`src/rtl/bitdestreamer_if.sv`:
```
// Receive-side bundle for the FSK decoder: the sampled line plus the decoded frame and status strobes.
interface bitdestreamer_if #(
   parameter int DATALEN = 64
);
   logic               in;
   logic [DATALEN-1:0] dataout;
   logic               valid;
   logic               err;
   logic               busy;

   modport master (
      output in,
      input  dataout, valid, err, busy
   );

   modport slave (
      input  in,
      output dataout, valid, err, busy
   );
endinterface

```
`src/rtl/bitdestreamer.sv`:
```
// FSK pulse-width decoder: measures each low pulse of the line, maps it to a 0 or 1 bit,
// and assembles LSB-first frames of DATALEN bits with valid/err strobes.
module bitdestreamer #(
   parameter int DATALEN  = 64,
   parameter int CNTLEN   = 8,
   parameter int CLK_DIV1 = 16,
   parameter int CLK_DIV2 = 32,
   parameter int TOL      = 2
) (
   input  logic           clk,
   input  logic           rst,
   bitdestreamer_if.slave bus
);

   localparam int BCW = $clog2(DATALEN + 1);
   localparam logic [CNTLEN-1:0] CNT_MAX = '1;
   localparam logic [CNTLEN-1:0] ZERO_LO = CNTLEN'(CLK_DIV1 / 2 - TOL);
   localparam logic [CNTLEN-1:0] ZERO_HI = CNTLEN'(CLK_DIV1 / 2 + TOL);
   localparam logic [CNTLEN-1:0] ONE_LO  = CNTLEN'(CLK_DIV2 / 2 - TOL);
   localparam logic [CNTLEN-1:0] ONE_HI  = CNTLEN'(CLK_DIV2 / 2 + TOL);
   localparam logic [BCW-1:0]    LAST_BIT = BCW'(DATALEN - 1);

   typedef enum logic [1:0] {
      IDLE,
      HIGH,
      LOW
   } state_t;

   state_t             state_q, state_d;
   logic [2:0]         sync_q;
   logic [CNTLEN-1:0]  lcnt_q, lcnt_d;
   logic [CNTLEN-1:0]  hcnt_q, hcnt_d;
   logic [BCW-1:0]     bitcnt_q, bitcnt_d;
   logic [DATALEN-1:0] shreg_q, shreg_d;
   logic [DATALEN-1:0] dataout_q, dataout_d;
   logic               valid_q, valid_d;
   logic               err_q, err_d;

   logic               inS;
   logic               inD;
   logic               rise;
   logic               fall;
   logic               isZero;
   logic               isOne;
   logic [DATALEN-1:0] shifted;

   // sync_q[1] is the synchronized line, sync_q[2] its one-cycle-delayed copy for edge detection
   assign inS  = sync_q[1];
   assign inD  = sync_q[2];
   assign rise = inS & ~inD;
   assign fall = ~inS & inD;

   assign isZero  = (lcnt_q >= ZERO_LO) && (lcnt_q <= ZERO_HI);
   assign isOne   = (lcnt_q >= ONE_LO) && (lcnt_q <= ONE_HI);
   assign shifted = {isOne, shreg_q[DATALEN-1:1]};

   always_ff @(posedge clk or posedge rst) begin
      if (rst) begin
         state_q   <= IDLE;
         sync_q    <= '0;
         lcnt_q    <= '0;
         hcnt_q    <= '0;
         bitcnt_q  <= '0;
         shreg_q   <= '0;
         dataout_q <= '0;
         valid_q   <= 1'b0;
         err_q     <= 1'b0;
      end else begin
         state_q   <= state_d;
         sync_q    <= {sync_q[1:0], bus.in};
         lcnt_q    <= lcnt_d;
         hcnt_q    <= hcnt_d;
         bitcnt_q  <= bitcnt_d;
         shreg_q   <= shreg_d;
         dataout_q <= dataout_d;
         valid_q   <= valid_d;
         err_q     <= err_d;
      end
   end

   always_comb begin
      state_d   = state_q;
      lcnt_d    = lcnt_q;
      hcnt_d    = hcnt_q;
      bitcnt_d  = bitcnt_q;
      shreg_d   = shreg_q;
      dataout_d = dataout_q;
      valid_d   = 1'b0;
      err_d     = 1'b0;

      case (state_q)
         IDLE: begin
            bitcnt_d = '0;
            hcnt_d   = '0;
            if (rise) begin
               state_d = HIGH;
            end
         end

         HIGH: begin
            if (fall) begin
               lcnt_d  = CNTLEN'(1);
               state_d = LOW;
            end else if (hcnt_q == CNT_MAX) begin
               err_d   = 1'b1;
               state_d = IDLE;
            end else begin
               hcnt_d = hcnt_q + CNTLEN'(1);
            end
         end

         LOW: begin
            // a rise closes the low pulse; its width decides the bit or aborts the frame
            if (rise) begin
               if (isZero || isOne) begin
                  shreg_d  = shifted;
                  bitcnt_d = bitcnt_q + BCW'(1);
                  if (bitcnt_q == LAST_BIT) begin
                     dataout_d = shifted;
                     valid_d   = 1'b1;
                     state_d   = IDLE;
                  end else begin
                     hcnt_d  = '0;
                     state_d = HIGH;
                  end
               end else begin
                  err_d   = 1'b1;
                  state_d = IDLE;
               end
            end else if (lcnt_q > ONE_HI) begin
               err_d   = 1'b1;
               state_d = IDLE;
            end else if (!inS && (lcnt_q != CNT_MAX)) begin
               lcnt_d = lcnt_q + CNTLEN'(1);
            end
         end

         default: begin
            state_d = IDLE;
         end
      endcase
   end

   assign bus.dataout = dataout_q;
   assign bus.valid   = valid_q;
   assign bus.err     = err_q;
   assign bus.busy    = (state_q != IDLE);

endmodule

```
`src/flat_wrapper.sv`:
```
// flat-port wrapper written by rule: the top's interface ports become plain ports
module bitdestreamer_flat 
#(
   parameter int DATALEN  = 64,
   parameter int CNTLEN   = 8,
   parameter int CLK_DIV1 = 16,
   parameter int CLK_DIV2 = 32,
   parameter int TOL      = 2
)
  (clk, rst, bus_in, bus_dataout, bus_valid, bus_err, bus_busy);
  bitdestreamer_if #(.DATALEN(DATALEN)) bus_i ();
  input  logic clk;
  input  logic rst;
  input wire logic [$bits(bus_i.in)-1:0] bus_in;
  output wire logic [$bits(bus_i.dataout)-1:0] bus_dataout;
  output wire logic [$bits(bus_i.valid)-1:0] bus_valid;
  output wire logic [$bits(bus_i.err)-1:0] bus_err;
  output wire logic [$bits(bus_i.busy)-1:0] bus_busy;
  assign bus_i.in = bus_in;
  assign bus_dataout = bus_i.dataout;
  assign bus_valid = bus_i.valid;
  assign bus_err = bus_i.err;
  assign bus_busy = bus_i.busy;
  bitdestreamer #(.DATALEN(DATALEN), .CNTLEN(CNTLEN), .CLK_DIV1(CLK_DIV1), .CLK_DIV2(CLK_DIV2), .TOL(TOL)) u_core (.clk(clk), .rst(rst), .bus(bus_i));
endmodule
```
`config.mk`:
```
export PLATFORM = sky130hd
export DESIGN_NAME = bitdestreamer_flat
export DESIGN_NICKNAME = d
export VERILOG_FILES = /design/src/rtl/bitdestreamer_if.sv /design/src/rtl/bitdestreamer.sv /design/src/flat_wrapper.sv
export SDC_FILE = /design/constraint.sdc
export NUM_CORES = 1
export LEC_CHECK = 0
export ABC_AREA = 1
export CAP_MARGIN = 10
export CORE_ASPECT_RATIO = 0.75
export CORE_MARGIN = 8
export CORE_UTILIZATION = 30
export DETAILED_ROUTE_END_ITERATION = 10
export GPL_ROUTABILITY_DRIVEN = 0
export HOLD_SLACK_MARGIN = 0.02
export PLACE_DENSITY = 0.56
export SLEW_MARGIN = 20
export SYNTH_ARGS = -nofsm -noshare
export SYNTH_HDL_FRONTEND = slang
export SYNTH_SLANG_ARGS = --single-unit
```
`constraint.sdc`:
```
create_clock -name clk -period 5.4 [get_ports clk]
set_input_delay 1.08 -clock clk [delete_from_list [all_inputs] [get_ports clk]]
set_output_delay 1.08 -clock clk [all_outputs]
set_load 0.05 [all_outputs]
```
==> results.ini <==
[run_status]
status=finished, final reports clean

[synth]
synth.distinct_cells=28
yosysWarnings=0
synth-seq-cells=157
async_reset_ff_frac=1.00
ys_seq_area_frac=0.595
synthFlopType=dfrtp_1
syn_area_um2=6600
synth-edff-count=0
syn-num-nets=722
synthesis.instances=711
syn_area_per_cell_um2=9.28

[pwr]
leakage_nw=3.52
p_total_mw=2.73
vdd_drop_max_mv=0.188
power_density_nw_per_um2=339

[worst_setup_path]
endpoint_kind=output pin
r2r-end=u_core.shreg_q[55]
critical_path_class=reg2out
required_ns=4.32
cp-start-kind=flop
worstRegToRegCells=6
startpoint=u_core.state_q[0]
r2r_slack_ns=2.62
reg2reg_from=u_core.state_q[0]
worstPathArrival_ns=2.02
crit_fanout=4

[sta]
holdWs_ns=0.355
fin_crit_sh=0.574
setup_viol=0
min_period_ns=3.10
finalHoldViolCount=0
relSlewSlack=0.394
slew_violations=0
fin_setup_tns_ns=0
rsz0062_at_grt=false
tightestPinTransition_ns=0.909
finClkSkew_ns=0.0110
timing.fmax_mhz=323

[drt]
dr_total_vias=4542
postRouteAntennaNets=0
wire_per_inst_um=12.1
routed_via_density=4.21
drt_iter0_drc=253
drtPass1Iterations=5
routed_wl_mm=13.1
drc=0

[global_routing]
antenna_found_initial=0
grt_max_degree=96
grt_usage=0.102
grt_pass1_vias=4449
gr-total-overflow=0
grt_pass1_wl_mm=22.5

[floorplan]
rows=47
io_pins=70
fp.dieW_um=187
coreArea_um2=21800
start_util=0.303
fp.dieArea_um2=27100
fp.dieH_um=144

[clock_tree]
path_clk_slew_ns=0.07
insertion_delay_ns=0.42
cts_resized=0
h-tree-depth=4
cts_num_sinks=157
cts_root_buffer=clkbuf_16
cts_setup_buffers=0
cts_buffers=17
clk_path_buf_depth=2
tritoncts=done
hold_buffers=0

[finish]
finalNetCount=784
layout-drive-gt1-share=0.0852
stdcell_area_um2=8060
syn_to_final_growth_pct=22.1
antenna_cells=0

[placed_design]
placed_cell_area_um2=7500
port_buffers=69
hpwl_mm=8.54

[worst_hold_path]
hp-class=reg2reg
worstHoldEndpoint=u_core.sync_q[1]
min_from=u_core.sync_q[0]
hold_path_depth=0

[job]
maxCapViolCount=0

[worst max-delay path, cell delays in order, from the launching register on]
cell	delay, ns
dfrtp_1	0.39
inv_1	0.08
ha_1	0.20
inv_1	0.10
clkdlybuf4s50_1	0.82
[cell usage after synthesis (all sizes together), types with 2 or more instances]
cell | number | area share
nand2 | 208 | 0.12
dfrtp | 157 | 0.60
o21ai | 134 | 0.11
inv | 95 | 0.054
nor2 | 25 | 0.014
buf | 19 | 0.027
nand3 | 16 | 0.014
nand4 | 16 | 0.016
clkbuf | 10 | 0.0059
a21oi | 8 | 0.0061
ha | 8 | 0.015
xor2 | 6 | 0.0080
nor3 | 2 | 0.0015
nor3b | 2 | 0.0023
[metrics by stage]
step                       util  setup slack (ns)  std cells
after floorplan               -            0.0851        711
after global placement    0.344              2.64       1048
after detailed placement  0.344              2.56       1048
after CTS                 0.369              2.26       1080
after global routing      0.369              2.20       1080
final                     0.369              2.30       1080
[cells in the final DEF (no fill, tap or decap), drive strengths merged, types with 4 or more instances in the layout]
cell	synthesis	final
a21oi	8	8
nand3	16	16
clkbuf	10	18
nand2	208	208
dfrtp	157	157
nor2	25	25
ha	8	8
xor2	6	6
clkdlybuf4s50	0	69
o21ai	134	134
inv	95	103
nand4	16	16
clkinv	0	4
[state kept, by name (all words and copies together) (netlist names)]
signal and cells:
u_core.state_q 2, u_core.lcnt_q 8, u_core.hcnt_q 8, u_core.bitcnt_q 7
u_core.bus.valid 1, u_core.bus.err 1, u_core.shreg_q 63, u_core.sync_q 3
u_core.bus.dataout 64
[per-layer routing]
layer,part of all wire,global-route usage,vias to the layer above,wire [µm]
met2,0.41,0.139,67,5350
li1,-,-,2377,-
met5,0,0,-,0
met3,0.047,0.0323,10,620
met4,0.013,0.0388,0,167
met1,0.53,0.147,2088,6980
[cells by family (layout without fill, tap and decap cells)]
family	count (synthesis)	after routing	synth area share
and+or+nand+nor	270	270	0.170
muxes	1	1	0.00152
xor gates and xnor gates	7	7	0.00929
AOI/OAI and AO/OA	144	144	0.121
buffers and inverters	124	199	0.0872
DFF	157	157	0.595
adders and majority gates	8	8	0.0152
[worst max path at each step]
| stage | to | slack [ns] | cells past startpoint |
|---|---|---|---|
| 5_1_grt | bus_busy | 2.20 | 4 |
| 3_3_place_gp | u_core.shreg_q[53] | 2.64 | 6 |
| 2_1_floorplan | u_core.bitcnt_q[0] | 0.09 | 1 |
| 3_5_place_dp | u_core.shreg_q[54] | 2.56 | 6 |
| 4_1_cts | bus_busy | 2.26 | 4 |
| 6_report | bus_busy | 2.30 | 4 |
[power breakdown]
group | internal, mW | switching [mW]
Sequential | 1.20 | 0.0281
Combinational | 0.0940 | 0.265
Clock | 0.618 | 0.525
Total | 1.91 | 0.818
[cell type report]
class                   count  area [µm²]
clock inverters            14         124
inverters                  95         362
multi-input cells         430        2110
fillers                  2230       13800
clock buffers              18         439
repair buffers             72         726
flip-flops and latches    157        3930
well taps                 294         368
(Power assumes the default switching activity.)
